## src/rtl/packet_merge.sv

```systemverilog
// Two-input valid/ready packet merger with a single registered output stage.
// Build option: define MERGE_FIXED_PRIORITY_EN for fixed A-over-B priority (no rr pointer).
module packet_merge #(
  parameter int PACKET_WIDTH = 160
) (
  input  logic                    CLK,
  input  logic                    RST,
  input  logic                    RECEIVE_A_VALID,
  output logic                    RECEIVE_A_READY,
  input  logic [PACKET_WIDTH-1:0] RECEIVE_A_DATA,
  input  logic                    RECEIVE_B_VALID,
  output logic                    RECEIVE_B_READY,
  input  logic [PACKET_WIDTH-1:0] RECEIVE_B_DATA,
  output logic                    SEND_PC_VALID,
  input  logic                    SEND_PC_READY,
  output logic [PACKET_WIDTH-1:0] SEND_PC_DATA
);

  typedef enum logic {
    SRC_A = 1'b0,
    SRC_B = 1'b1
  } src_e;

  logic                    out_valid_q, out_valid_d;
  logic [PACKET_WIDTH-1:0] out_data_q, out_data_d;
  logic                    load_ok;
  logic                    xfer_a, xfer_b;
  src_e                    grant;

`ifdef MERGE_FIXED_PRIORITY_EN
  // A wins whenever it is valid; with nothing valid, A is the idle preference.
  always_comb begin
    grant = SRC_A;
    if (!RECEIVE_A_VALID && RECEIVE_B_VALID) begin
      grant = SRC_B;
    end
  end
`else
  src_e rr_q, rr_d;

  always_comb begin
    grant = rr_q;
    if (RECEIVE_A_VALID && !RECEIVE_B_VALID) begin
      grant = SRC_A;
    end else if (!RECEIVE_A_VALID && RECEIVE_B_VALID) begin
      grant = SRC_B;
    end
  end

  // Pointer moves to the loser only on an accepted transfer.
  always_comb begin
    rr_d = rr_q;
    if (xfer_a) begin
      rr_d = SRC_B;
    end else if (xfer_b) begin
      rr_d = SRC_A;
    end
  end

  always_ff @(posedge CLK) begin
    if (RST) begin
      rr_q <= SRC_A;
    end else begin
      rr_q <= rr_d;
    end
  end
`endif

  assign load_ok         = !out_valid_q || SEND_PC_READY;
  assign RECEIVE_A_READY = !RST && load_ok && (grant == SRC_A);
  assign RECEIVE_B_READY = !RST && load_ok && (grant == SRC_B);
  assign xfer_a          = RECEIVE_A_VALID && RECEIVE_A_READY;
  assign xfer_b          = RECEIVE_B_VALID && RECEIVE_B_READY;

  always_comb begin
    out_valid_d = out_valid_q;
    out_data_d  = out_data_q;
    if (xfer_a) begin
      out_valid_d = 1'b1;
      out_data_d  = RECEIVE_A_DATA;
    end else if (xfer_b) begin
      out_valid_d = 1'b1;
      out_data_d  = RECEIVE_B_DATA;
    end else if (SEND_PC_READY) begin
      out_valid_d = 1'b0;
    end
  end

  always_ff @(posedge CLK) begin
    if (RST) begin
      out_valid_q <= 1'b0;
    end else begin
      out_valid_q <= out_valid_d;
    end
  end

  // Payload needs no reset: it is only observed while out_valid_q is set.
  always_ff @(posedge CLK) begin
    out_data_q <= out_data_d;
  end

  // Reset masks the held packet immediately, even in the first reset cycle.
  assign SEND_PC_VALID = out_valid_q && !RST;
  assign SEND_PC_DATA  = out_data_q;

endmodule
```

## config.mk

```make
export PLATFORM = sky130hd
export DESIGN_NAME = packet_merge
export DESIGN_NICKNAME = d
export VERILOG_FILES = /design/src/rtl/packet_merge.sv
export SDC_FILE = /design/constraint.sdc
export NUM_CORES = 1
export LEC_CHECK = 0
export ABC_AREA = 1
export BUFFER_PORTS_ARGS = -buffer_cell sky130_fd_sc_hd__buf_2
export CAP_MARGIN = 20
export CORE_AREA = 2 2 188 190
export CTS_BUF_LIST = sky130_fd_sc_hd__clkbuf_4 sky130_fd_sc_hd__clkbuf_8
export CTS_CLUSTER_SIZE = 24
export DETAILED_ROUTE_END_ITERATION = 10
export DIE_AREA = 0 0 190 192
export GPL_TIMING_DRIVEN = 0
export SLEW_MARGIN = 15
export SYNTH_ARGS = -nofsm -noshare
export SYNTH_HDL_FRONTEND = slang
export SYNTH_SLANG_ARGS = --single-unit
```

## constraint.sdc

```tcl
create_clock -name CLK -period 5.2 [get_ports CLK]
set_input_delay 1.04 -clock CLK [delete_from_list [all_inputs] [get_ports CLK]]
set_output_delay 1.04 -clock CLK [all_outputs]
set_load 0.1 [all_outputs]
```

* After elaboration in Yosys (flattened, before gate mapping)
Index checks and enable logic that the tools add are counted.
Word-level totals: flip-flop bits (word level) 162, output and inout bits 163
Cells by class: muxes and demuxes 9, bitwise logic cells 1, reductions and logical operators 15
Operators with widths (number):
- 160-bit two-way mux | 2
- 1-bit logical AND | 8
- 1-bit two-way mux | 7
- 1-bit logical NOT | 4
- 3-bit nonzero test | 1
- 2-bit nonzero test | 1
- 1-bit logical OR | 1
- 1-bit inverter | 1

* Depth between registers and ports, before layout
Gate-level depths: netlist (run 1).
depth after elaboration 8, gate-level depth with buffers 8, depth with buffers taken out 7

* Least setup slack after synthesis (run 1)
Ideal clock, no wire load.
path kind input -> register, start point in SEND_PC_READY, end point reg out_data_q[0], in the netlist SEND_PC_DATA[0] (enable), library setup time 513 ps, data arrival time 4433 ps, data required time 4687 ps, path slack 254 ps, stages 4, path buffers 0, path through inv_1 a21oi_2 nand2_1 inv_1
On the way: cells in the longest elaborated chain, start to end 5
Ends and longest elaborated chain:
- from (decl) | RTL line 15 | input logic SEND_PC_READY,
- 1-bit logical OR (*) | RTL line 69 | assign load_ok = !out_valid_q || SEND_PC_READY;
- 1-bit logical AND (*) | RTL line 70, 71
- 1-bit logical AND (on tied branches) | RTL line 70, 71
- 1-bit logical AND (on tied branches) | RTL line 72, 73
- 2-bit nonzero test (no source line) (*)
- to (signal assigned) | RTL line 99 | out_data_q <= out_data_d;
- to (decl) | RTL line 25 | logic [PACKET_WIDTH-1:0] out_data_q, out_data_d;
Mark *: on every way between the ends. The rest lies on a longest branch, timed or not. A chain may end at the register's enable or synchronous reset.

* Worst setup path after layout (run 1)
start point in RECEIVE_B_VALID, end point out RECEIVE_A_READY
On the way: cells in the longest elaborated chain, start to end 5
Ends and longest elaborated chain:
- from (decl) | RTL line 11 | input logic RECEIVE_B_VALID,
- 1-bit logical AND / 1-bit logical NOT (equally long branches) | RTL line 45, 43
- 1-bit two-way mux / 1-bit logical AND (equally long branches) | RTL line 45, 43
- 1-bit two-way mux (*) | RTL line 43 | if (RECEIVE_A_VALID && !RECEIVE_B_VALID) begin
- 1-bit inverter (*) | RTL line 70 | assign RECEIVE_A_READY = !RST && load_ok && (grant == SRC_A);
- 1-bit logical AND (*) | RTL line 70
- to (decl) | RTL line 9 | output logic RECEIVE_A_READY,
Marked as above.

==> out/results.txt, run 1 <==
outcome: finished clean
Max Buffers Root-to-Sink: 2
TNS Setup: 0 ps
CP Class: input pin to output pin
RSZ-0062 raised after global routing: false
Post-DRT Antenna Nets: 0
vias: 6574
final setup violation count: 0
vias in the first global route: 6383
hold depth: 2
core outline area: 34300 sq um
CTS Sinks: 162
gp weighted congestion: 0.902
r2r startpoint: out_valid_q
initial antenna violation count: 0
final wirelength: 24.9 mm
Slew HR: 61.8%
post-synth cell types: 13
TritonCTS clock tree: done
fin area: 10500 sq um
H-tree depth: 4
Num CTS Buffers: 17
CP Cell Sequence: buf_2 > nand2_1 > nand2_1 > o21ai_0 > inv_1 > nor2_1 > buf_2
sequential fraction of the synthesis area: 69.5%
slowest stage cell, crit path: buf_2
Die ar.: 36500 sq um
critical path data required time: 4160 ps
reg2reg end: SEND_PC_DATA[135]
largest net degree at the start of global routing: 90
synthesized cell area: 6970 sq um
Site Rows: 68
Chip Width: 190 microns
IO buf count: 487
FF-to-FF setup slack: 3120 ps
die outline height: 192 microns
cts repair resizes: 0
hold_sp: rr_q
Worst EP arrival: 2010 ps
cell count after synthesis: 699
I/O pin total: 488
postcts setup bufs: 0
Startpoint Class: input pin
Hold Fails Final Rpt: 0
layout cell share with drive strength beyond 1: 44.9%
Leak: 5.30 nW
Final min period: 3050 ps
syn_nets: 1024
critical path fanouts, max: 3
CP peak stage delay: 440 ps
global-route usage over all layers: 13.1%
Highest Clock Rate: 0.328 GHz
Post-Place Cell Area: 10000 sq um
fin crit share: 58.7%
DRC viols: 0
estimated wirelength of the detail-placed design: 19.8 mm
power per cell area: 362 nW/um^2
nets@finish: 1531
Max-cap violations: 0
Final Max Tran Viols: 0
R2R depth: 6
Worst-Margin Slew: 574 ps
vias per cell: 3.93
Final Skew: 7.20 ps
WL/cell: 14.9 microns
Critical Path Source: RECEIVE_B_VALID
hold-critical path endpoint: rr_q
Ys Warns: 0
Post-CTS Hold Buffers: 0
Setup crit end kind: output pin
first-pass GRT wire length: 35.2 mm
Clock Latency Late Sink: 490 ps
drt pass-1 iters: 5
Initial Util: 20.3%
grt total ovfl: 0
area added between synthesis and finish: 50.1%
Worst IR Drop VDD: 143 uV
dominant cell type by area after synthesis: edfxtp_1
synthesis-stage register bit count: 162
Yosys top cell area share: 68.9%
synthesized area per cell: 9.98 sq um
Worst Hold Class: register to register
n_diodes: 0
Root Buffer: clkbuf_8
Area contributors post-synth: edfxtp_1 69%, nand2_1 26%, buf_6 1.8%
CTS clk-pin slew, worst paths: 90 ps
DRT iter0 DRCs: 198
layout make-up:
class	instances	area [sq um]
repair buffers	488	2460
inverters	9	41.3
well taps	455	569
plain buffers	34	226
flip-flops and latches	162	4840
clock buffers	18	241
multi-input cells	494	1870
fillers	3579	23800
clock inverters	13	208
registers in the layout, summed over array words and instances, names as in the netlist:
| register | cells |
|---|---|
| out_valid_q | 1 |
| SEND_PC_DATA | 160 |
| rr_q | 1 |
through the flow:
| stage | total power, W | hold WS, ps | setup WS (ps) | util [%] | std cells |
|---|---|---|---|---|---|
| 6_report | 0.00379 | 492 | 2150 | 30.5 | 1673 |
| 5_1_grt | 0.00394 | 518 | 2040 | 30.5 | 1673 |
| 4_1_cts | 0.00384 | 493 | 2140 | 30.5 | 1673 |
| 3_5_place_dp | 0.00275 | 474 | 2150 | 29.2 | 1642 |
| 3_3_place_gp | 0.00275 | 469 | -1370 | 29.1 | 1641 |
| 2_1_floorplan | 0.00246 | 443 | 254 | - | 699 |
per-layer routing:
layer  part of all wire (%)  up-vias  track usage (%)
met5                      0        -                0
met4                    2.5        0             5.19
met3                    8.9       26             4.68
met2                     49      358             23.0
met1                     39     2935             14.5
li1                       -     3255                -
power by group:
part | internal (W) | leakage, nW | switching (W)
Combinational | 0.000213 | 3.53 | 0.000914
Clock | 0.000576 | 0.227 | 0.000502
Sequential | 0.00156 | 1.55 | 0.0000234
how the worst max path moves through the flow:
| stage | end | slack [ps] |
|---|---|---|
| finish | RECEIVE_A_READY | 2150 |
| global route | RECEIVE_A_READY | 2040 |
| CTS | RECEIVE_A_READY | 2140 |
| detailed placement | RECEIVE_A_READY | 2150 |
| global placement | SEND_PC_DATA[96] | -1370 |
| floorplan | SEND_PC_DATA[0] | 250 |
cell usage after synthesis:
cell type  count
nand3_2        1
o21ai_0        2
buf_6         11
nor2_1         3
clkbuf_1      10
dfxtp_1        2
nand2_1      486
inv_1          8
a21oi_1        1
a21oi_2        1
buf_2         13
inv_2          1
edfxtp_1     160
cell usage in the layout (no fill, tap or decap), types with 2 or more instances in the layout:
cell type,instances
buf_6,11
inv_1,7
clkbuf_8,17
inv_6,3
o21ai_0,2
edfxtp_1,160
clkinv_2,3
nand2_1,486
clkbuf_1,10
buf_2,500
bufinv_16,5
nor2_1,3
dfxtp_1,2
cells by family after synthesis:
family / share of synthesized area (%)
AOI/OAI and AO/OA: 0.341
and+or+nand+nor: 26.5
buffers and inverters: 3.73
DFF: 69.5
worst max-delay path: cells and delay by family:
kind	cells	cell delay, ps
AO/OA/AOI/OAI	1	110
buffers and inverters	3	620
AND/OR/NAND/NOR	3	250
Note: power is estimated with default switching activity, not from simulation.
==> inputs of run 2 (changes only) <==
==> constraint.sdc (replaced) <==
create_clock -name CLK -period 2.45 [get_ports CLK]
set_input_delay 0.49 -clock CLK [delete_from_list [all_inputs] [get_ports CLK]]
set_output_delay 0.49 -clock CLK [all_outputs]
set_load 0.1 [all_outputs]
==> out/results.txt, run 2 (synthesis gave the netlist of run 1 again) <==
Worst IR Drop VDD: 310 uV (+120%)
minimum hold slack: 264 ps (-228 ps)
estimated wirelength of the detail-placed design: 21.4 mm (+7.8%)
Slew HR: 48.2% (-14 points)
power per cell area: 732 nW/um^2 (+100%)
H-tree depth: 4 (unchanged)
r2r startpoint: rr_q
Chip Width: 190 microns (unchanged)
TritonCTS clock tree: done
fin crit share: 89.8%
CP peak stage delay: 580 ps (+140 ps)
FF-to-FF setup slack: 250 ps (-2870 ps)
Die ar.: 36500 sq um (unchanged)
vias: 6597 (+0.35%)
vias per cell: 3.93 (+0.11%)
delay-heaviest family, CP: buffers and inverters
fin area: 10400 sq um (-0.25%)
DRT iter0 DRCs: 257 (+30%)
postcts setup bufs: 0 (unchanged)
slowest stage cell, crit path: clkinvlp_4
max FFs per register: 160 (unchanged)
global-route usage over all layers: 14.0% (+0.84 points)
RSZ-0062 raised after global routing: false
area added between synthesis and finish: 49.7%
vias in the first global route: 6462 (+1.2%)
Clock Latency Late Sink: 450 ps (-40 ps)
CP Class: register to register
Root Buffer: clkbuf_8
largest net degree at the start of global routing: 37 (-59%)
die outline height: 192 microns (unchanged)
reg2reg end: SEND_PC_DATA[82]
final setup violation count: 0 (unchanged)
CTS clk-pin slew, worst paths: 80 ps (about the same)
hold_sp: RST
Post-DRT Antenna Nets: 0 (unchanged)
R2R depth: 7 (+1)
initial antenna violation count: 1 (+1)
Num CTS Buffers: 17 (unchanged)
first-pass GRT wire length: 37.3 mm (+5.8%)
CTS Sinks: 162 (unchanged)
Max-cap violations: 0 (unchanged)
hold-critical path endpoint: rr_q
Leak: 5.27 nW (-0.70%)
Worst-Margin Slew: 776 ps (+203 ps)
core outline area: 34300 sq um (unchanged)
TNS Setup: 0 ps (unchanged)
I/O pin total: 488 (unchanged)
hold depth: 2 (unchanged)
n_diodes: 0 (unchanged)
Hold Fails Final Rpt: 0 (unchanged)
gp weighted congestion: 0.909 (+0.85%)
critical path fanouts, max: 36 (+33)
grt total ovfl: 0 (unchanged)
IO buf count: 487 (unchanged)
Final min period: 2200 ps
final wirelength: 26.6 mm (+7.0%)
DRC viols: 0 (unchanged)
Post-CTS Hold Buffers: 0 (unchanged)
cts repair resizes: 0 (unchanged)
most frequent cells in the layout: 500 x buf_2, 483 x nand2_1, 160 x edfxtp_1
drt pass-1 iters: 5 (unchanged)
Bufs and invs on worst path: 3 (unchanged)
Final Max Tran Viols: 0 (unchanged)
instance count on the critical path: 7 (unchanged)
layout cell share with drive strength beyond 1: 45.5% (+0.59 points)
nets@finish: 1534 (+0.20%)
most common cell after layout, fill and taps aside: buf_2
Worst Hold Class: input pin to register
WL/cell: 15.9 microns (+6.8%)
Worst EP arrival: 2390 ps (+380 ps)
Setup crit end kind: register
Initial Util: 20.3% (unchanged)
Final Skew: 12.8 ps (+5.64 ps)
outcome: finished clean
Max Buffers Root-to-Sink: 2 (unchanged)
Highest Clock Rate: 0.454 GHz
Site Rows: 68 (unchanged)
CP Cell Sequence: nand2_4 > nand2_2 > nand2_1 > nand2_2 > clkinvlp_4 > buf_12 > buf_12
Post-Place Cell Area: 10100 sq um (+0.66%)
Startpoint Class: register
critical path data required time: 2630 ps (-1530 ps)
run 2: routing by layer:
metal	wire length (microns)	GRT usage, %	vias to the layer above	share of wire, %
met5	13	0	-	0.049
met2	13900	26.1	333	52
met3	2190	3.84	17	8.2
met1	10200	15.5	2992	38
li1	-	-	3253	-
met4	356	3.67	2	1.3
run 2: report_power, final:
group          total, W  internal, W  switching (W)
combinational   0.00243     0.000465        0.00196
sequential      0.00337      0.00331      0.0000543
clock           0.00185     0.000754        0.00109
run 2: final cells by class:
cell class,instances,area (sq um)
Clock buffer,20,256
Timing Repair Buffer,491,2520
Buffer,34,226
Fill cell,3656,23800
Multi-Input combinational cell,494,1890
Inverter,9,37.5
Clock inverter,12,100
Sequential cell,162,4840
Tap cell,455,569
run 2: worst max path at each step:
| stage | from | endpoint |
|---|---|---|
| 5_1_grt | rr_q | SEND_PC_DATA[105] |
| 6_report | rr_q | SEND_PC_DATA[82] |
| 4_1_cts | rr_q | SEND_PC_DATA[104] |
| 2_1_floorplan | RECEIVE_B_VALID | SEND_PC_DATA[0] |
| 3_3_place_gp | RECEIVE_B_VALID | SEND_PC_DATA[100] |
| 3_5_place_dp | RECEIVE_B_VALID | SEND_PC_DATA[101] |
run 2: metrics by stage:
stage	setup WS (ps)	power [W]	utilization [%]	instances
6_report	249	0.00764	30.4	1677
5_1_grt	73.5	0.00797	30.4	1677
4_1_cts	186	0.00778	30.4	1677
3_5_place_dp	-26.6	0.00588	29.4	1645
3_3_place_gp	-2470	0.00586	29.2	1641
2_1_floorplan	-1040	0.00522	-	699
run 2: worst reg2reg max path: stages (launching register included):
cell and delay (ps):
dfxtp_1 400, nand2_4 70, nand2_2 70, nand2_1 60, nand2_2 90, clkinvlp_4 580, buf_12 440, buf_12 220
==> inputs of run 3 (changes only) <==
--- a/config.mk
+++ b/config.mk
@@ -5,14 +5,13 @@
 export SDC_FILE = /design/constraint.sdc
 export NUM_CORES = 1
 export LEC_CHECK = 0
-export ABC_AREA = 1
 export BUFFER_PORTS_ARGS = -buffer_cell sky130_fd_sc_hd__buf_2
 export CAP_MARGIN = 20
-export CORE_AREA = 2 2 188 190
+export CORE_AREA = 2 2 192 194
 export CTS_BUF_LIST = sky130_fd_sc_hd__clkbuf_4 sky130_fd_sc_hd__clkbuf_8
 export CTS_CLUSTER_SIZE = 24
 export DETAILED_ROUTE_END_ITERATION = 10
-export DIE_AREA = 0 0 190 192
+export DIE_AREA = 0 0 194 196
 export GPL_TIMING_DRIVEN = 0
 export SLEW_MARGIN = 15
 export SYNTH_ARGS = -nofsm -noshare
==> out/results.txt, run 3 <==
initial antenna violation count: 0 (-1)
flip-flop and latch area: 4840 sq um (unchanged)
Clock Latency Late Sink: 490 ps (+40 ps)
Ys Warns: 0 (unchanged)
fin crit share: 89.1% (-0.68 points)
cell count after synthesis: 354 (-49%)
cts repair resizes: 0 (unchanged)
Final Skew: 17.1 ps (+4.27 ps)
Final min period: 2180 ps (-16.7 ps)
P_sw: 0.00281 W (-9.7%)
most frequent cells in the layout: 494 x buf_2, 160 x edfxtp_1, 100 x mux2_4
vias: 5101 (-23%)
first-pass GRT wire length: 32.2 mm (-14%)
WL/cell: 16.3 microns (+3.0%)
Initial Util: 20.1% (-0.20 points)
DRC viols: 0 (unchanged)
outcome: finished clean
drt pass-1 iters: 4 (-1)
global-route usage over all layers: 11.5% (-2.5 points)
CTS clk-pin slew, worst paths: 90 ps (about the same)
filler cell count: 3720 (+1.8%)
core outline area: 36100 sq um (+5.2%)
main combinational cell family by area after synthesis: multiplexers
post-synthesis mux area share: 30.0% (+30 points)
Final Max Tran Viols: 0 (unchanged)
synthesized-area fraction occupied by adder cells: 0% (unchanged)
synthesized area per cell: 20.5 sq um (+110%)
most common cell after layout, fill and taps aside: buf_2
placed cells: 1314 (-20%)
n_diodes: 0 (unchanged)
Max-cap violations: 0 (unchanged)
worst slack, placed: -59.9 ps (-33.3 ps)
Async SR Flop Fraction: 0% (unchanged)
die outline height: 196 microns (+2.1%)
Post-CTS Hold Buffers: 0 (unchanged)
Leak: 4.79 nW (-9.1%)
I/O pin total: 488 (unchanged)
synthesized cell area: 7270 sq um (+4.2%)
Slew HR: 49.7% (+1.4 points)
Internal Power: 0.00483 W (+6.7%)
final setup violation count: 0 (unchanged)
Worst Hold Class: input pin to register
TritonCTS clock tree: done
Startpoint Class: register
power per cell area: 706 nW/um^2 (-3.5%)
synthesis-stage register bit count: 162 (unchanged)
hold_sp: RST
Compound-Gate Fraction of Synth Area: 0.327% (-0.014 points)
IO buf count: 487 (unchanged)
top-count cell post-synth: edfxtp_1
vias per cell: 3.79 (-3.7%)
Final Worst Setup Slack: 266 ps (+16.7 ps)
gp weighted congestion: 0.799 (-12%)
clock share of power: 27.2% (+3.0 points)
dominant cell type by area after synthesis: edfxtp_1
nets@finish: 1190 (-22%)
RSZ-0062 raised after global routing: false
Die ar.: 38000 sq um (+4.2%)
grt total ovfl: 0 (unchanged)
critical path fanouts, max: 4 (-89%)
Worst EP arrival: 1690 ps (-700 ps)
Worst IR Drop VDD: 294 uV (-5.4%)
area added between synthesis and finish: 48.8%
H-tree depth: 4 (unchanged)
estimated wirelength of the detail-placed design: 18.0 mm (-16%)
Comb power frac: 29.4% (-2.4 points)
Root Buffer: clkbuf_8
r2r startpoint: out_valid_q
Num CTS Buffers: 17 (unchanged)
CP Class: register to output pin
max FFs per register: 160 (unchanged)
post-synthesis xor/xnor area fraction: 0% (unchanged)
postcts setup bufs: 0 (unchanged)
sequential fraction of the synthesis area: 66.7% (-2.8 points)
Post-DRT Antenna Nets: 0 (unchanged)
Hold Fails Final Rpt: 0 (unchanged)
switch share: 36.7% (-4.0 points)
number of synthesized flops with an enable pin: 160 (unchanged)
layout cell share with drive strength beyond 1: 80.3% (+35 points)
DRT iter0 DRCs: 188 (-27%)
Reg power frac: 43.5% (-0.6 points)
Setup crit end kind: output pin
largest net degree at the start of global routing: 30 (-19%)
Max Buffers Root-to-Sink: 2 (unchanged)
CTS Sinks: 162 (unchanged)
post-synth cell types: 15 (+2)
Area contributors post-synth: edfxtp_1 66%, mux2_4 21%, mux2_2 9.3%
Critical Path Source: rr_q
Synth Area in Simple Gates: 0.844% (-26 points)
critical path data required time: 1960 ps (-670 ps)
Chip Width: 194 microns (+2.1%)
Yosys top cell area share: 66.1% (-2.8 points)
Finished Layout Cells: 1346 (-20%)
commonest cells in the netlist: 160 x edfxtp_1, 100 x mux2_4, 60 x mux2_2
Worst-Margin Slew: 753 ps (-23.4 ps)
Top FF cell, synth: edfxtp_1
vias in the first global route: 5402 (-16%)
multi-input logic area: 2280 sq um (+21%)
Highest Clock Rate: 0.458 GHz (+0.77%)
final wirelength: 22.0 mm (-17%)
syn_nets: 679 (-34%)
Site Rows: 70 (+2.9%)
## run 3: cell count changes after synthesis, sizes merged, moves of 2 or more
cell | before | now
mux2 | 0 | 160
inv | 9 | 0
nor2b | 0 | 2
nand2b | 0 | 2
nand2 | 486 | 1
buf | 24 | 18
clkbuf | 10 | 0
## run 3: path summary, 6_finish.rpt
kind	to	slack (ps)	cells past startpoint
worst max-delay path	RECEIVE_B_READY	270	4
worst min-delay path	out_valid_q	230	2
worst max register to register	SEND_PC_DATA[131]	270	6
worst min register to register	rr_q	520	1
## run 3: cell families after synthesis
family	count (synthesis)
flops	162
mux	160
buf+inv	18
simple gates	10
compound gates	4
## run 3: metal layers
layer / up-vias / GRT usage [%] / share of wire [%]
met5: - / 0 / 0
met4: 0 / 4.52 / 2.2
met3: 28 / 4.44 / 8.8
met2: 303 / 20.0 / 51
met1: 2359 / 12.5 / 38
li1: 2411 / - / -
## run 3: through the flow
| step | TNS, ps | hold slack [ps] | instance area, sq um | utilization (%) | power (W) |
|---|---|---|---|---|---|
| final | 0 | 231 | 10800 | 30.0 | 0.00764 |
| after global routing | 0 | 176 | 10800 | 30.0 | 0.00794 |
| after CTS | 0 | 160 | 10800 | 30.0 | 0.00776 |
| after detailed placement | -1620 | 507 | 10400 | 28.8 | 0.00565 |
| after global placement | -348830 | 488 | 10300 | 28.6 | 0.00562 |
| after floorplan | -164590 | 466 | 7280 | - | 0.00509 |
## run 3: cell type report
type | count | area share (%)
buffer | 18 | 1.47
clock buffer | 17 | 2.16
clock inverter | 15 | 1.63
multi-input combinational | 174 | 21.1
sequential | 162 | 44.8
tap | 468 | 5.41
timing repair buffer | 492 | 23.5
## run 3: worst max-delay path, cell delays in order (launching register included)
cell	delay, ps
dfxtp_1	380
nor2_1	60
o21ai_0	180
nor2b_1	150
buf_2	440
## run 3: power groups by stage
stage	registers [W]	logic [W]	clock network, W
6_report	0.00332	0.00224	0.00208
4_1_cts	0.00332	0.00227	0.00217
5_1_grt	0.00334	0.00233	0.00227
3_5_place_dp	0.00339	0.00226	0
3_3_place_gp	0.00340	0.00222	0
2_1_floorplan	0.00461	0.000484	0
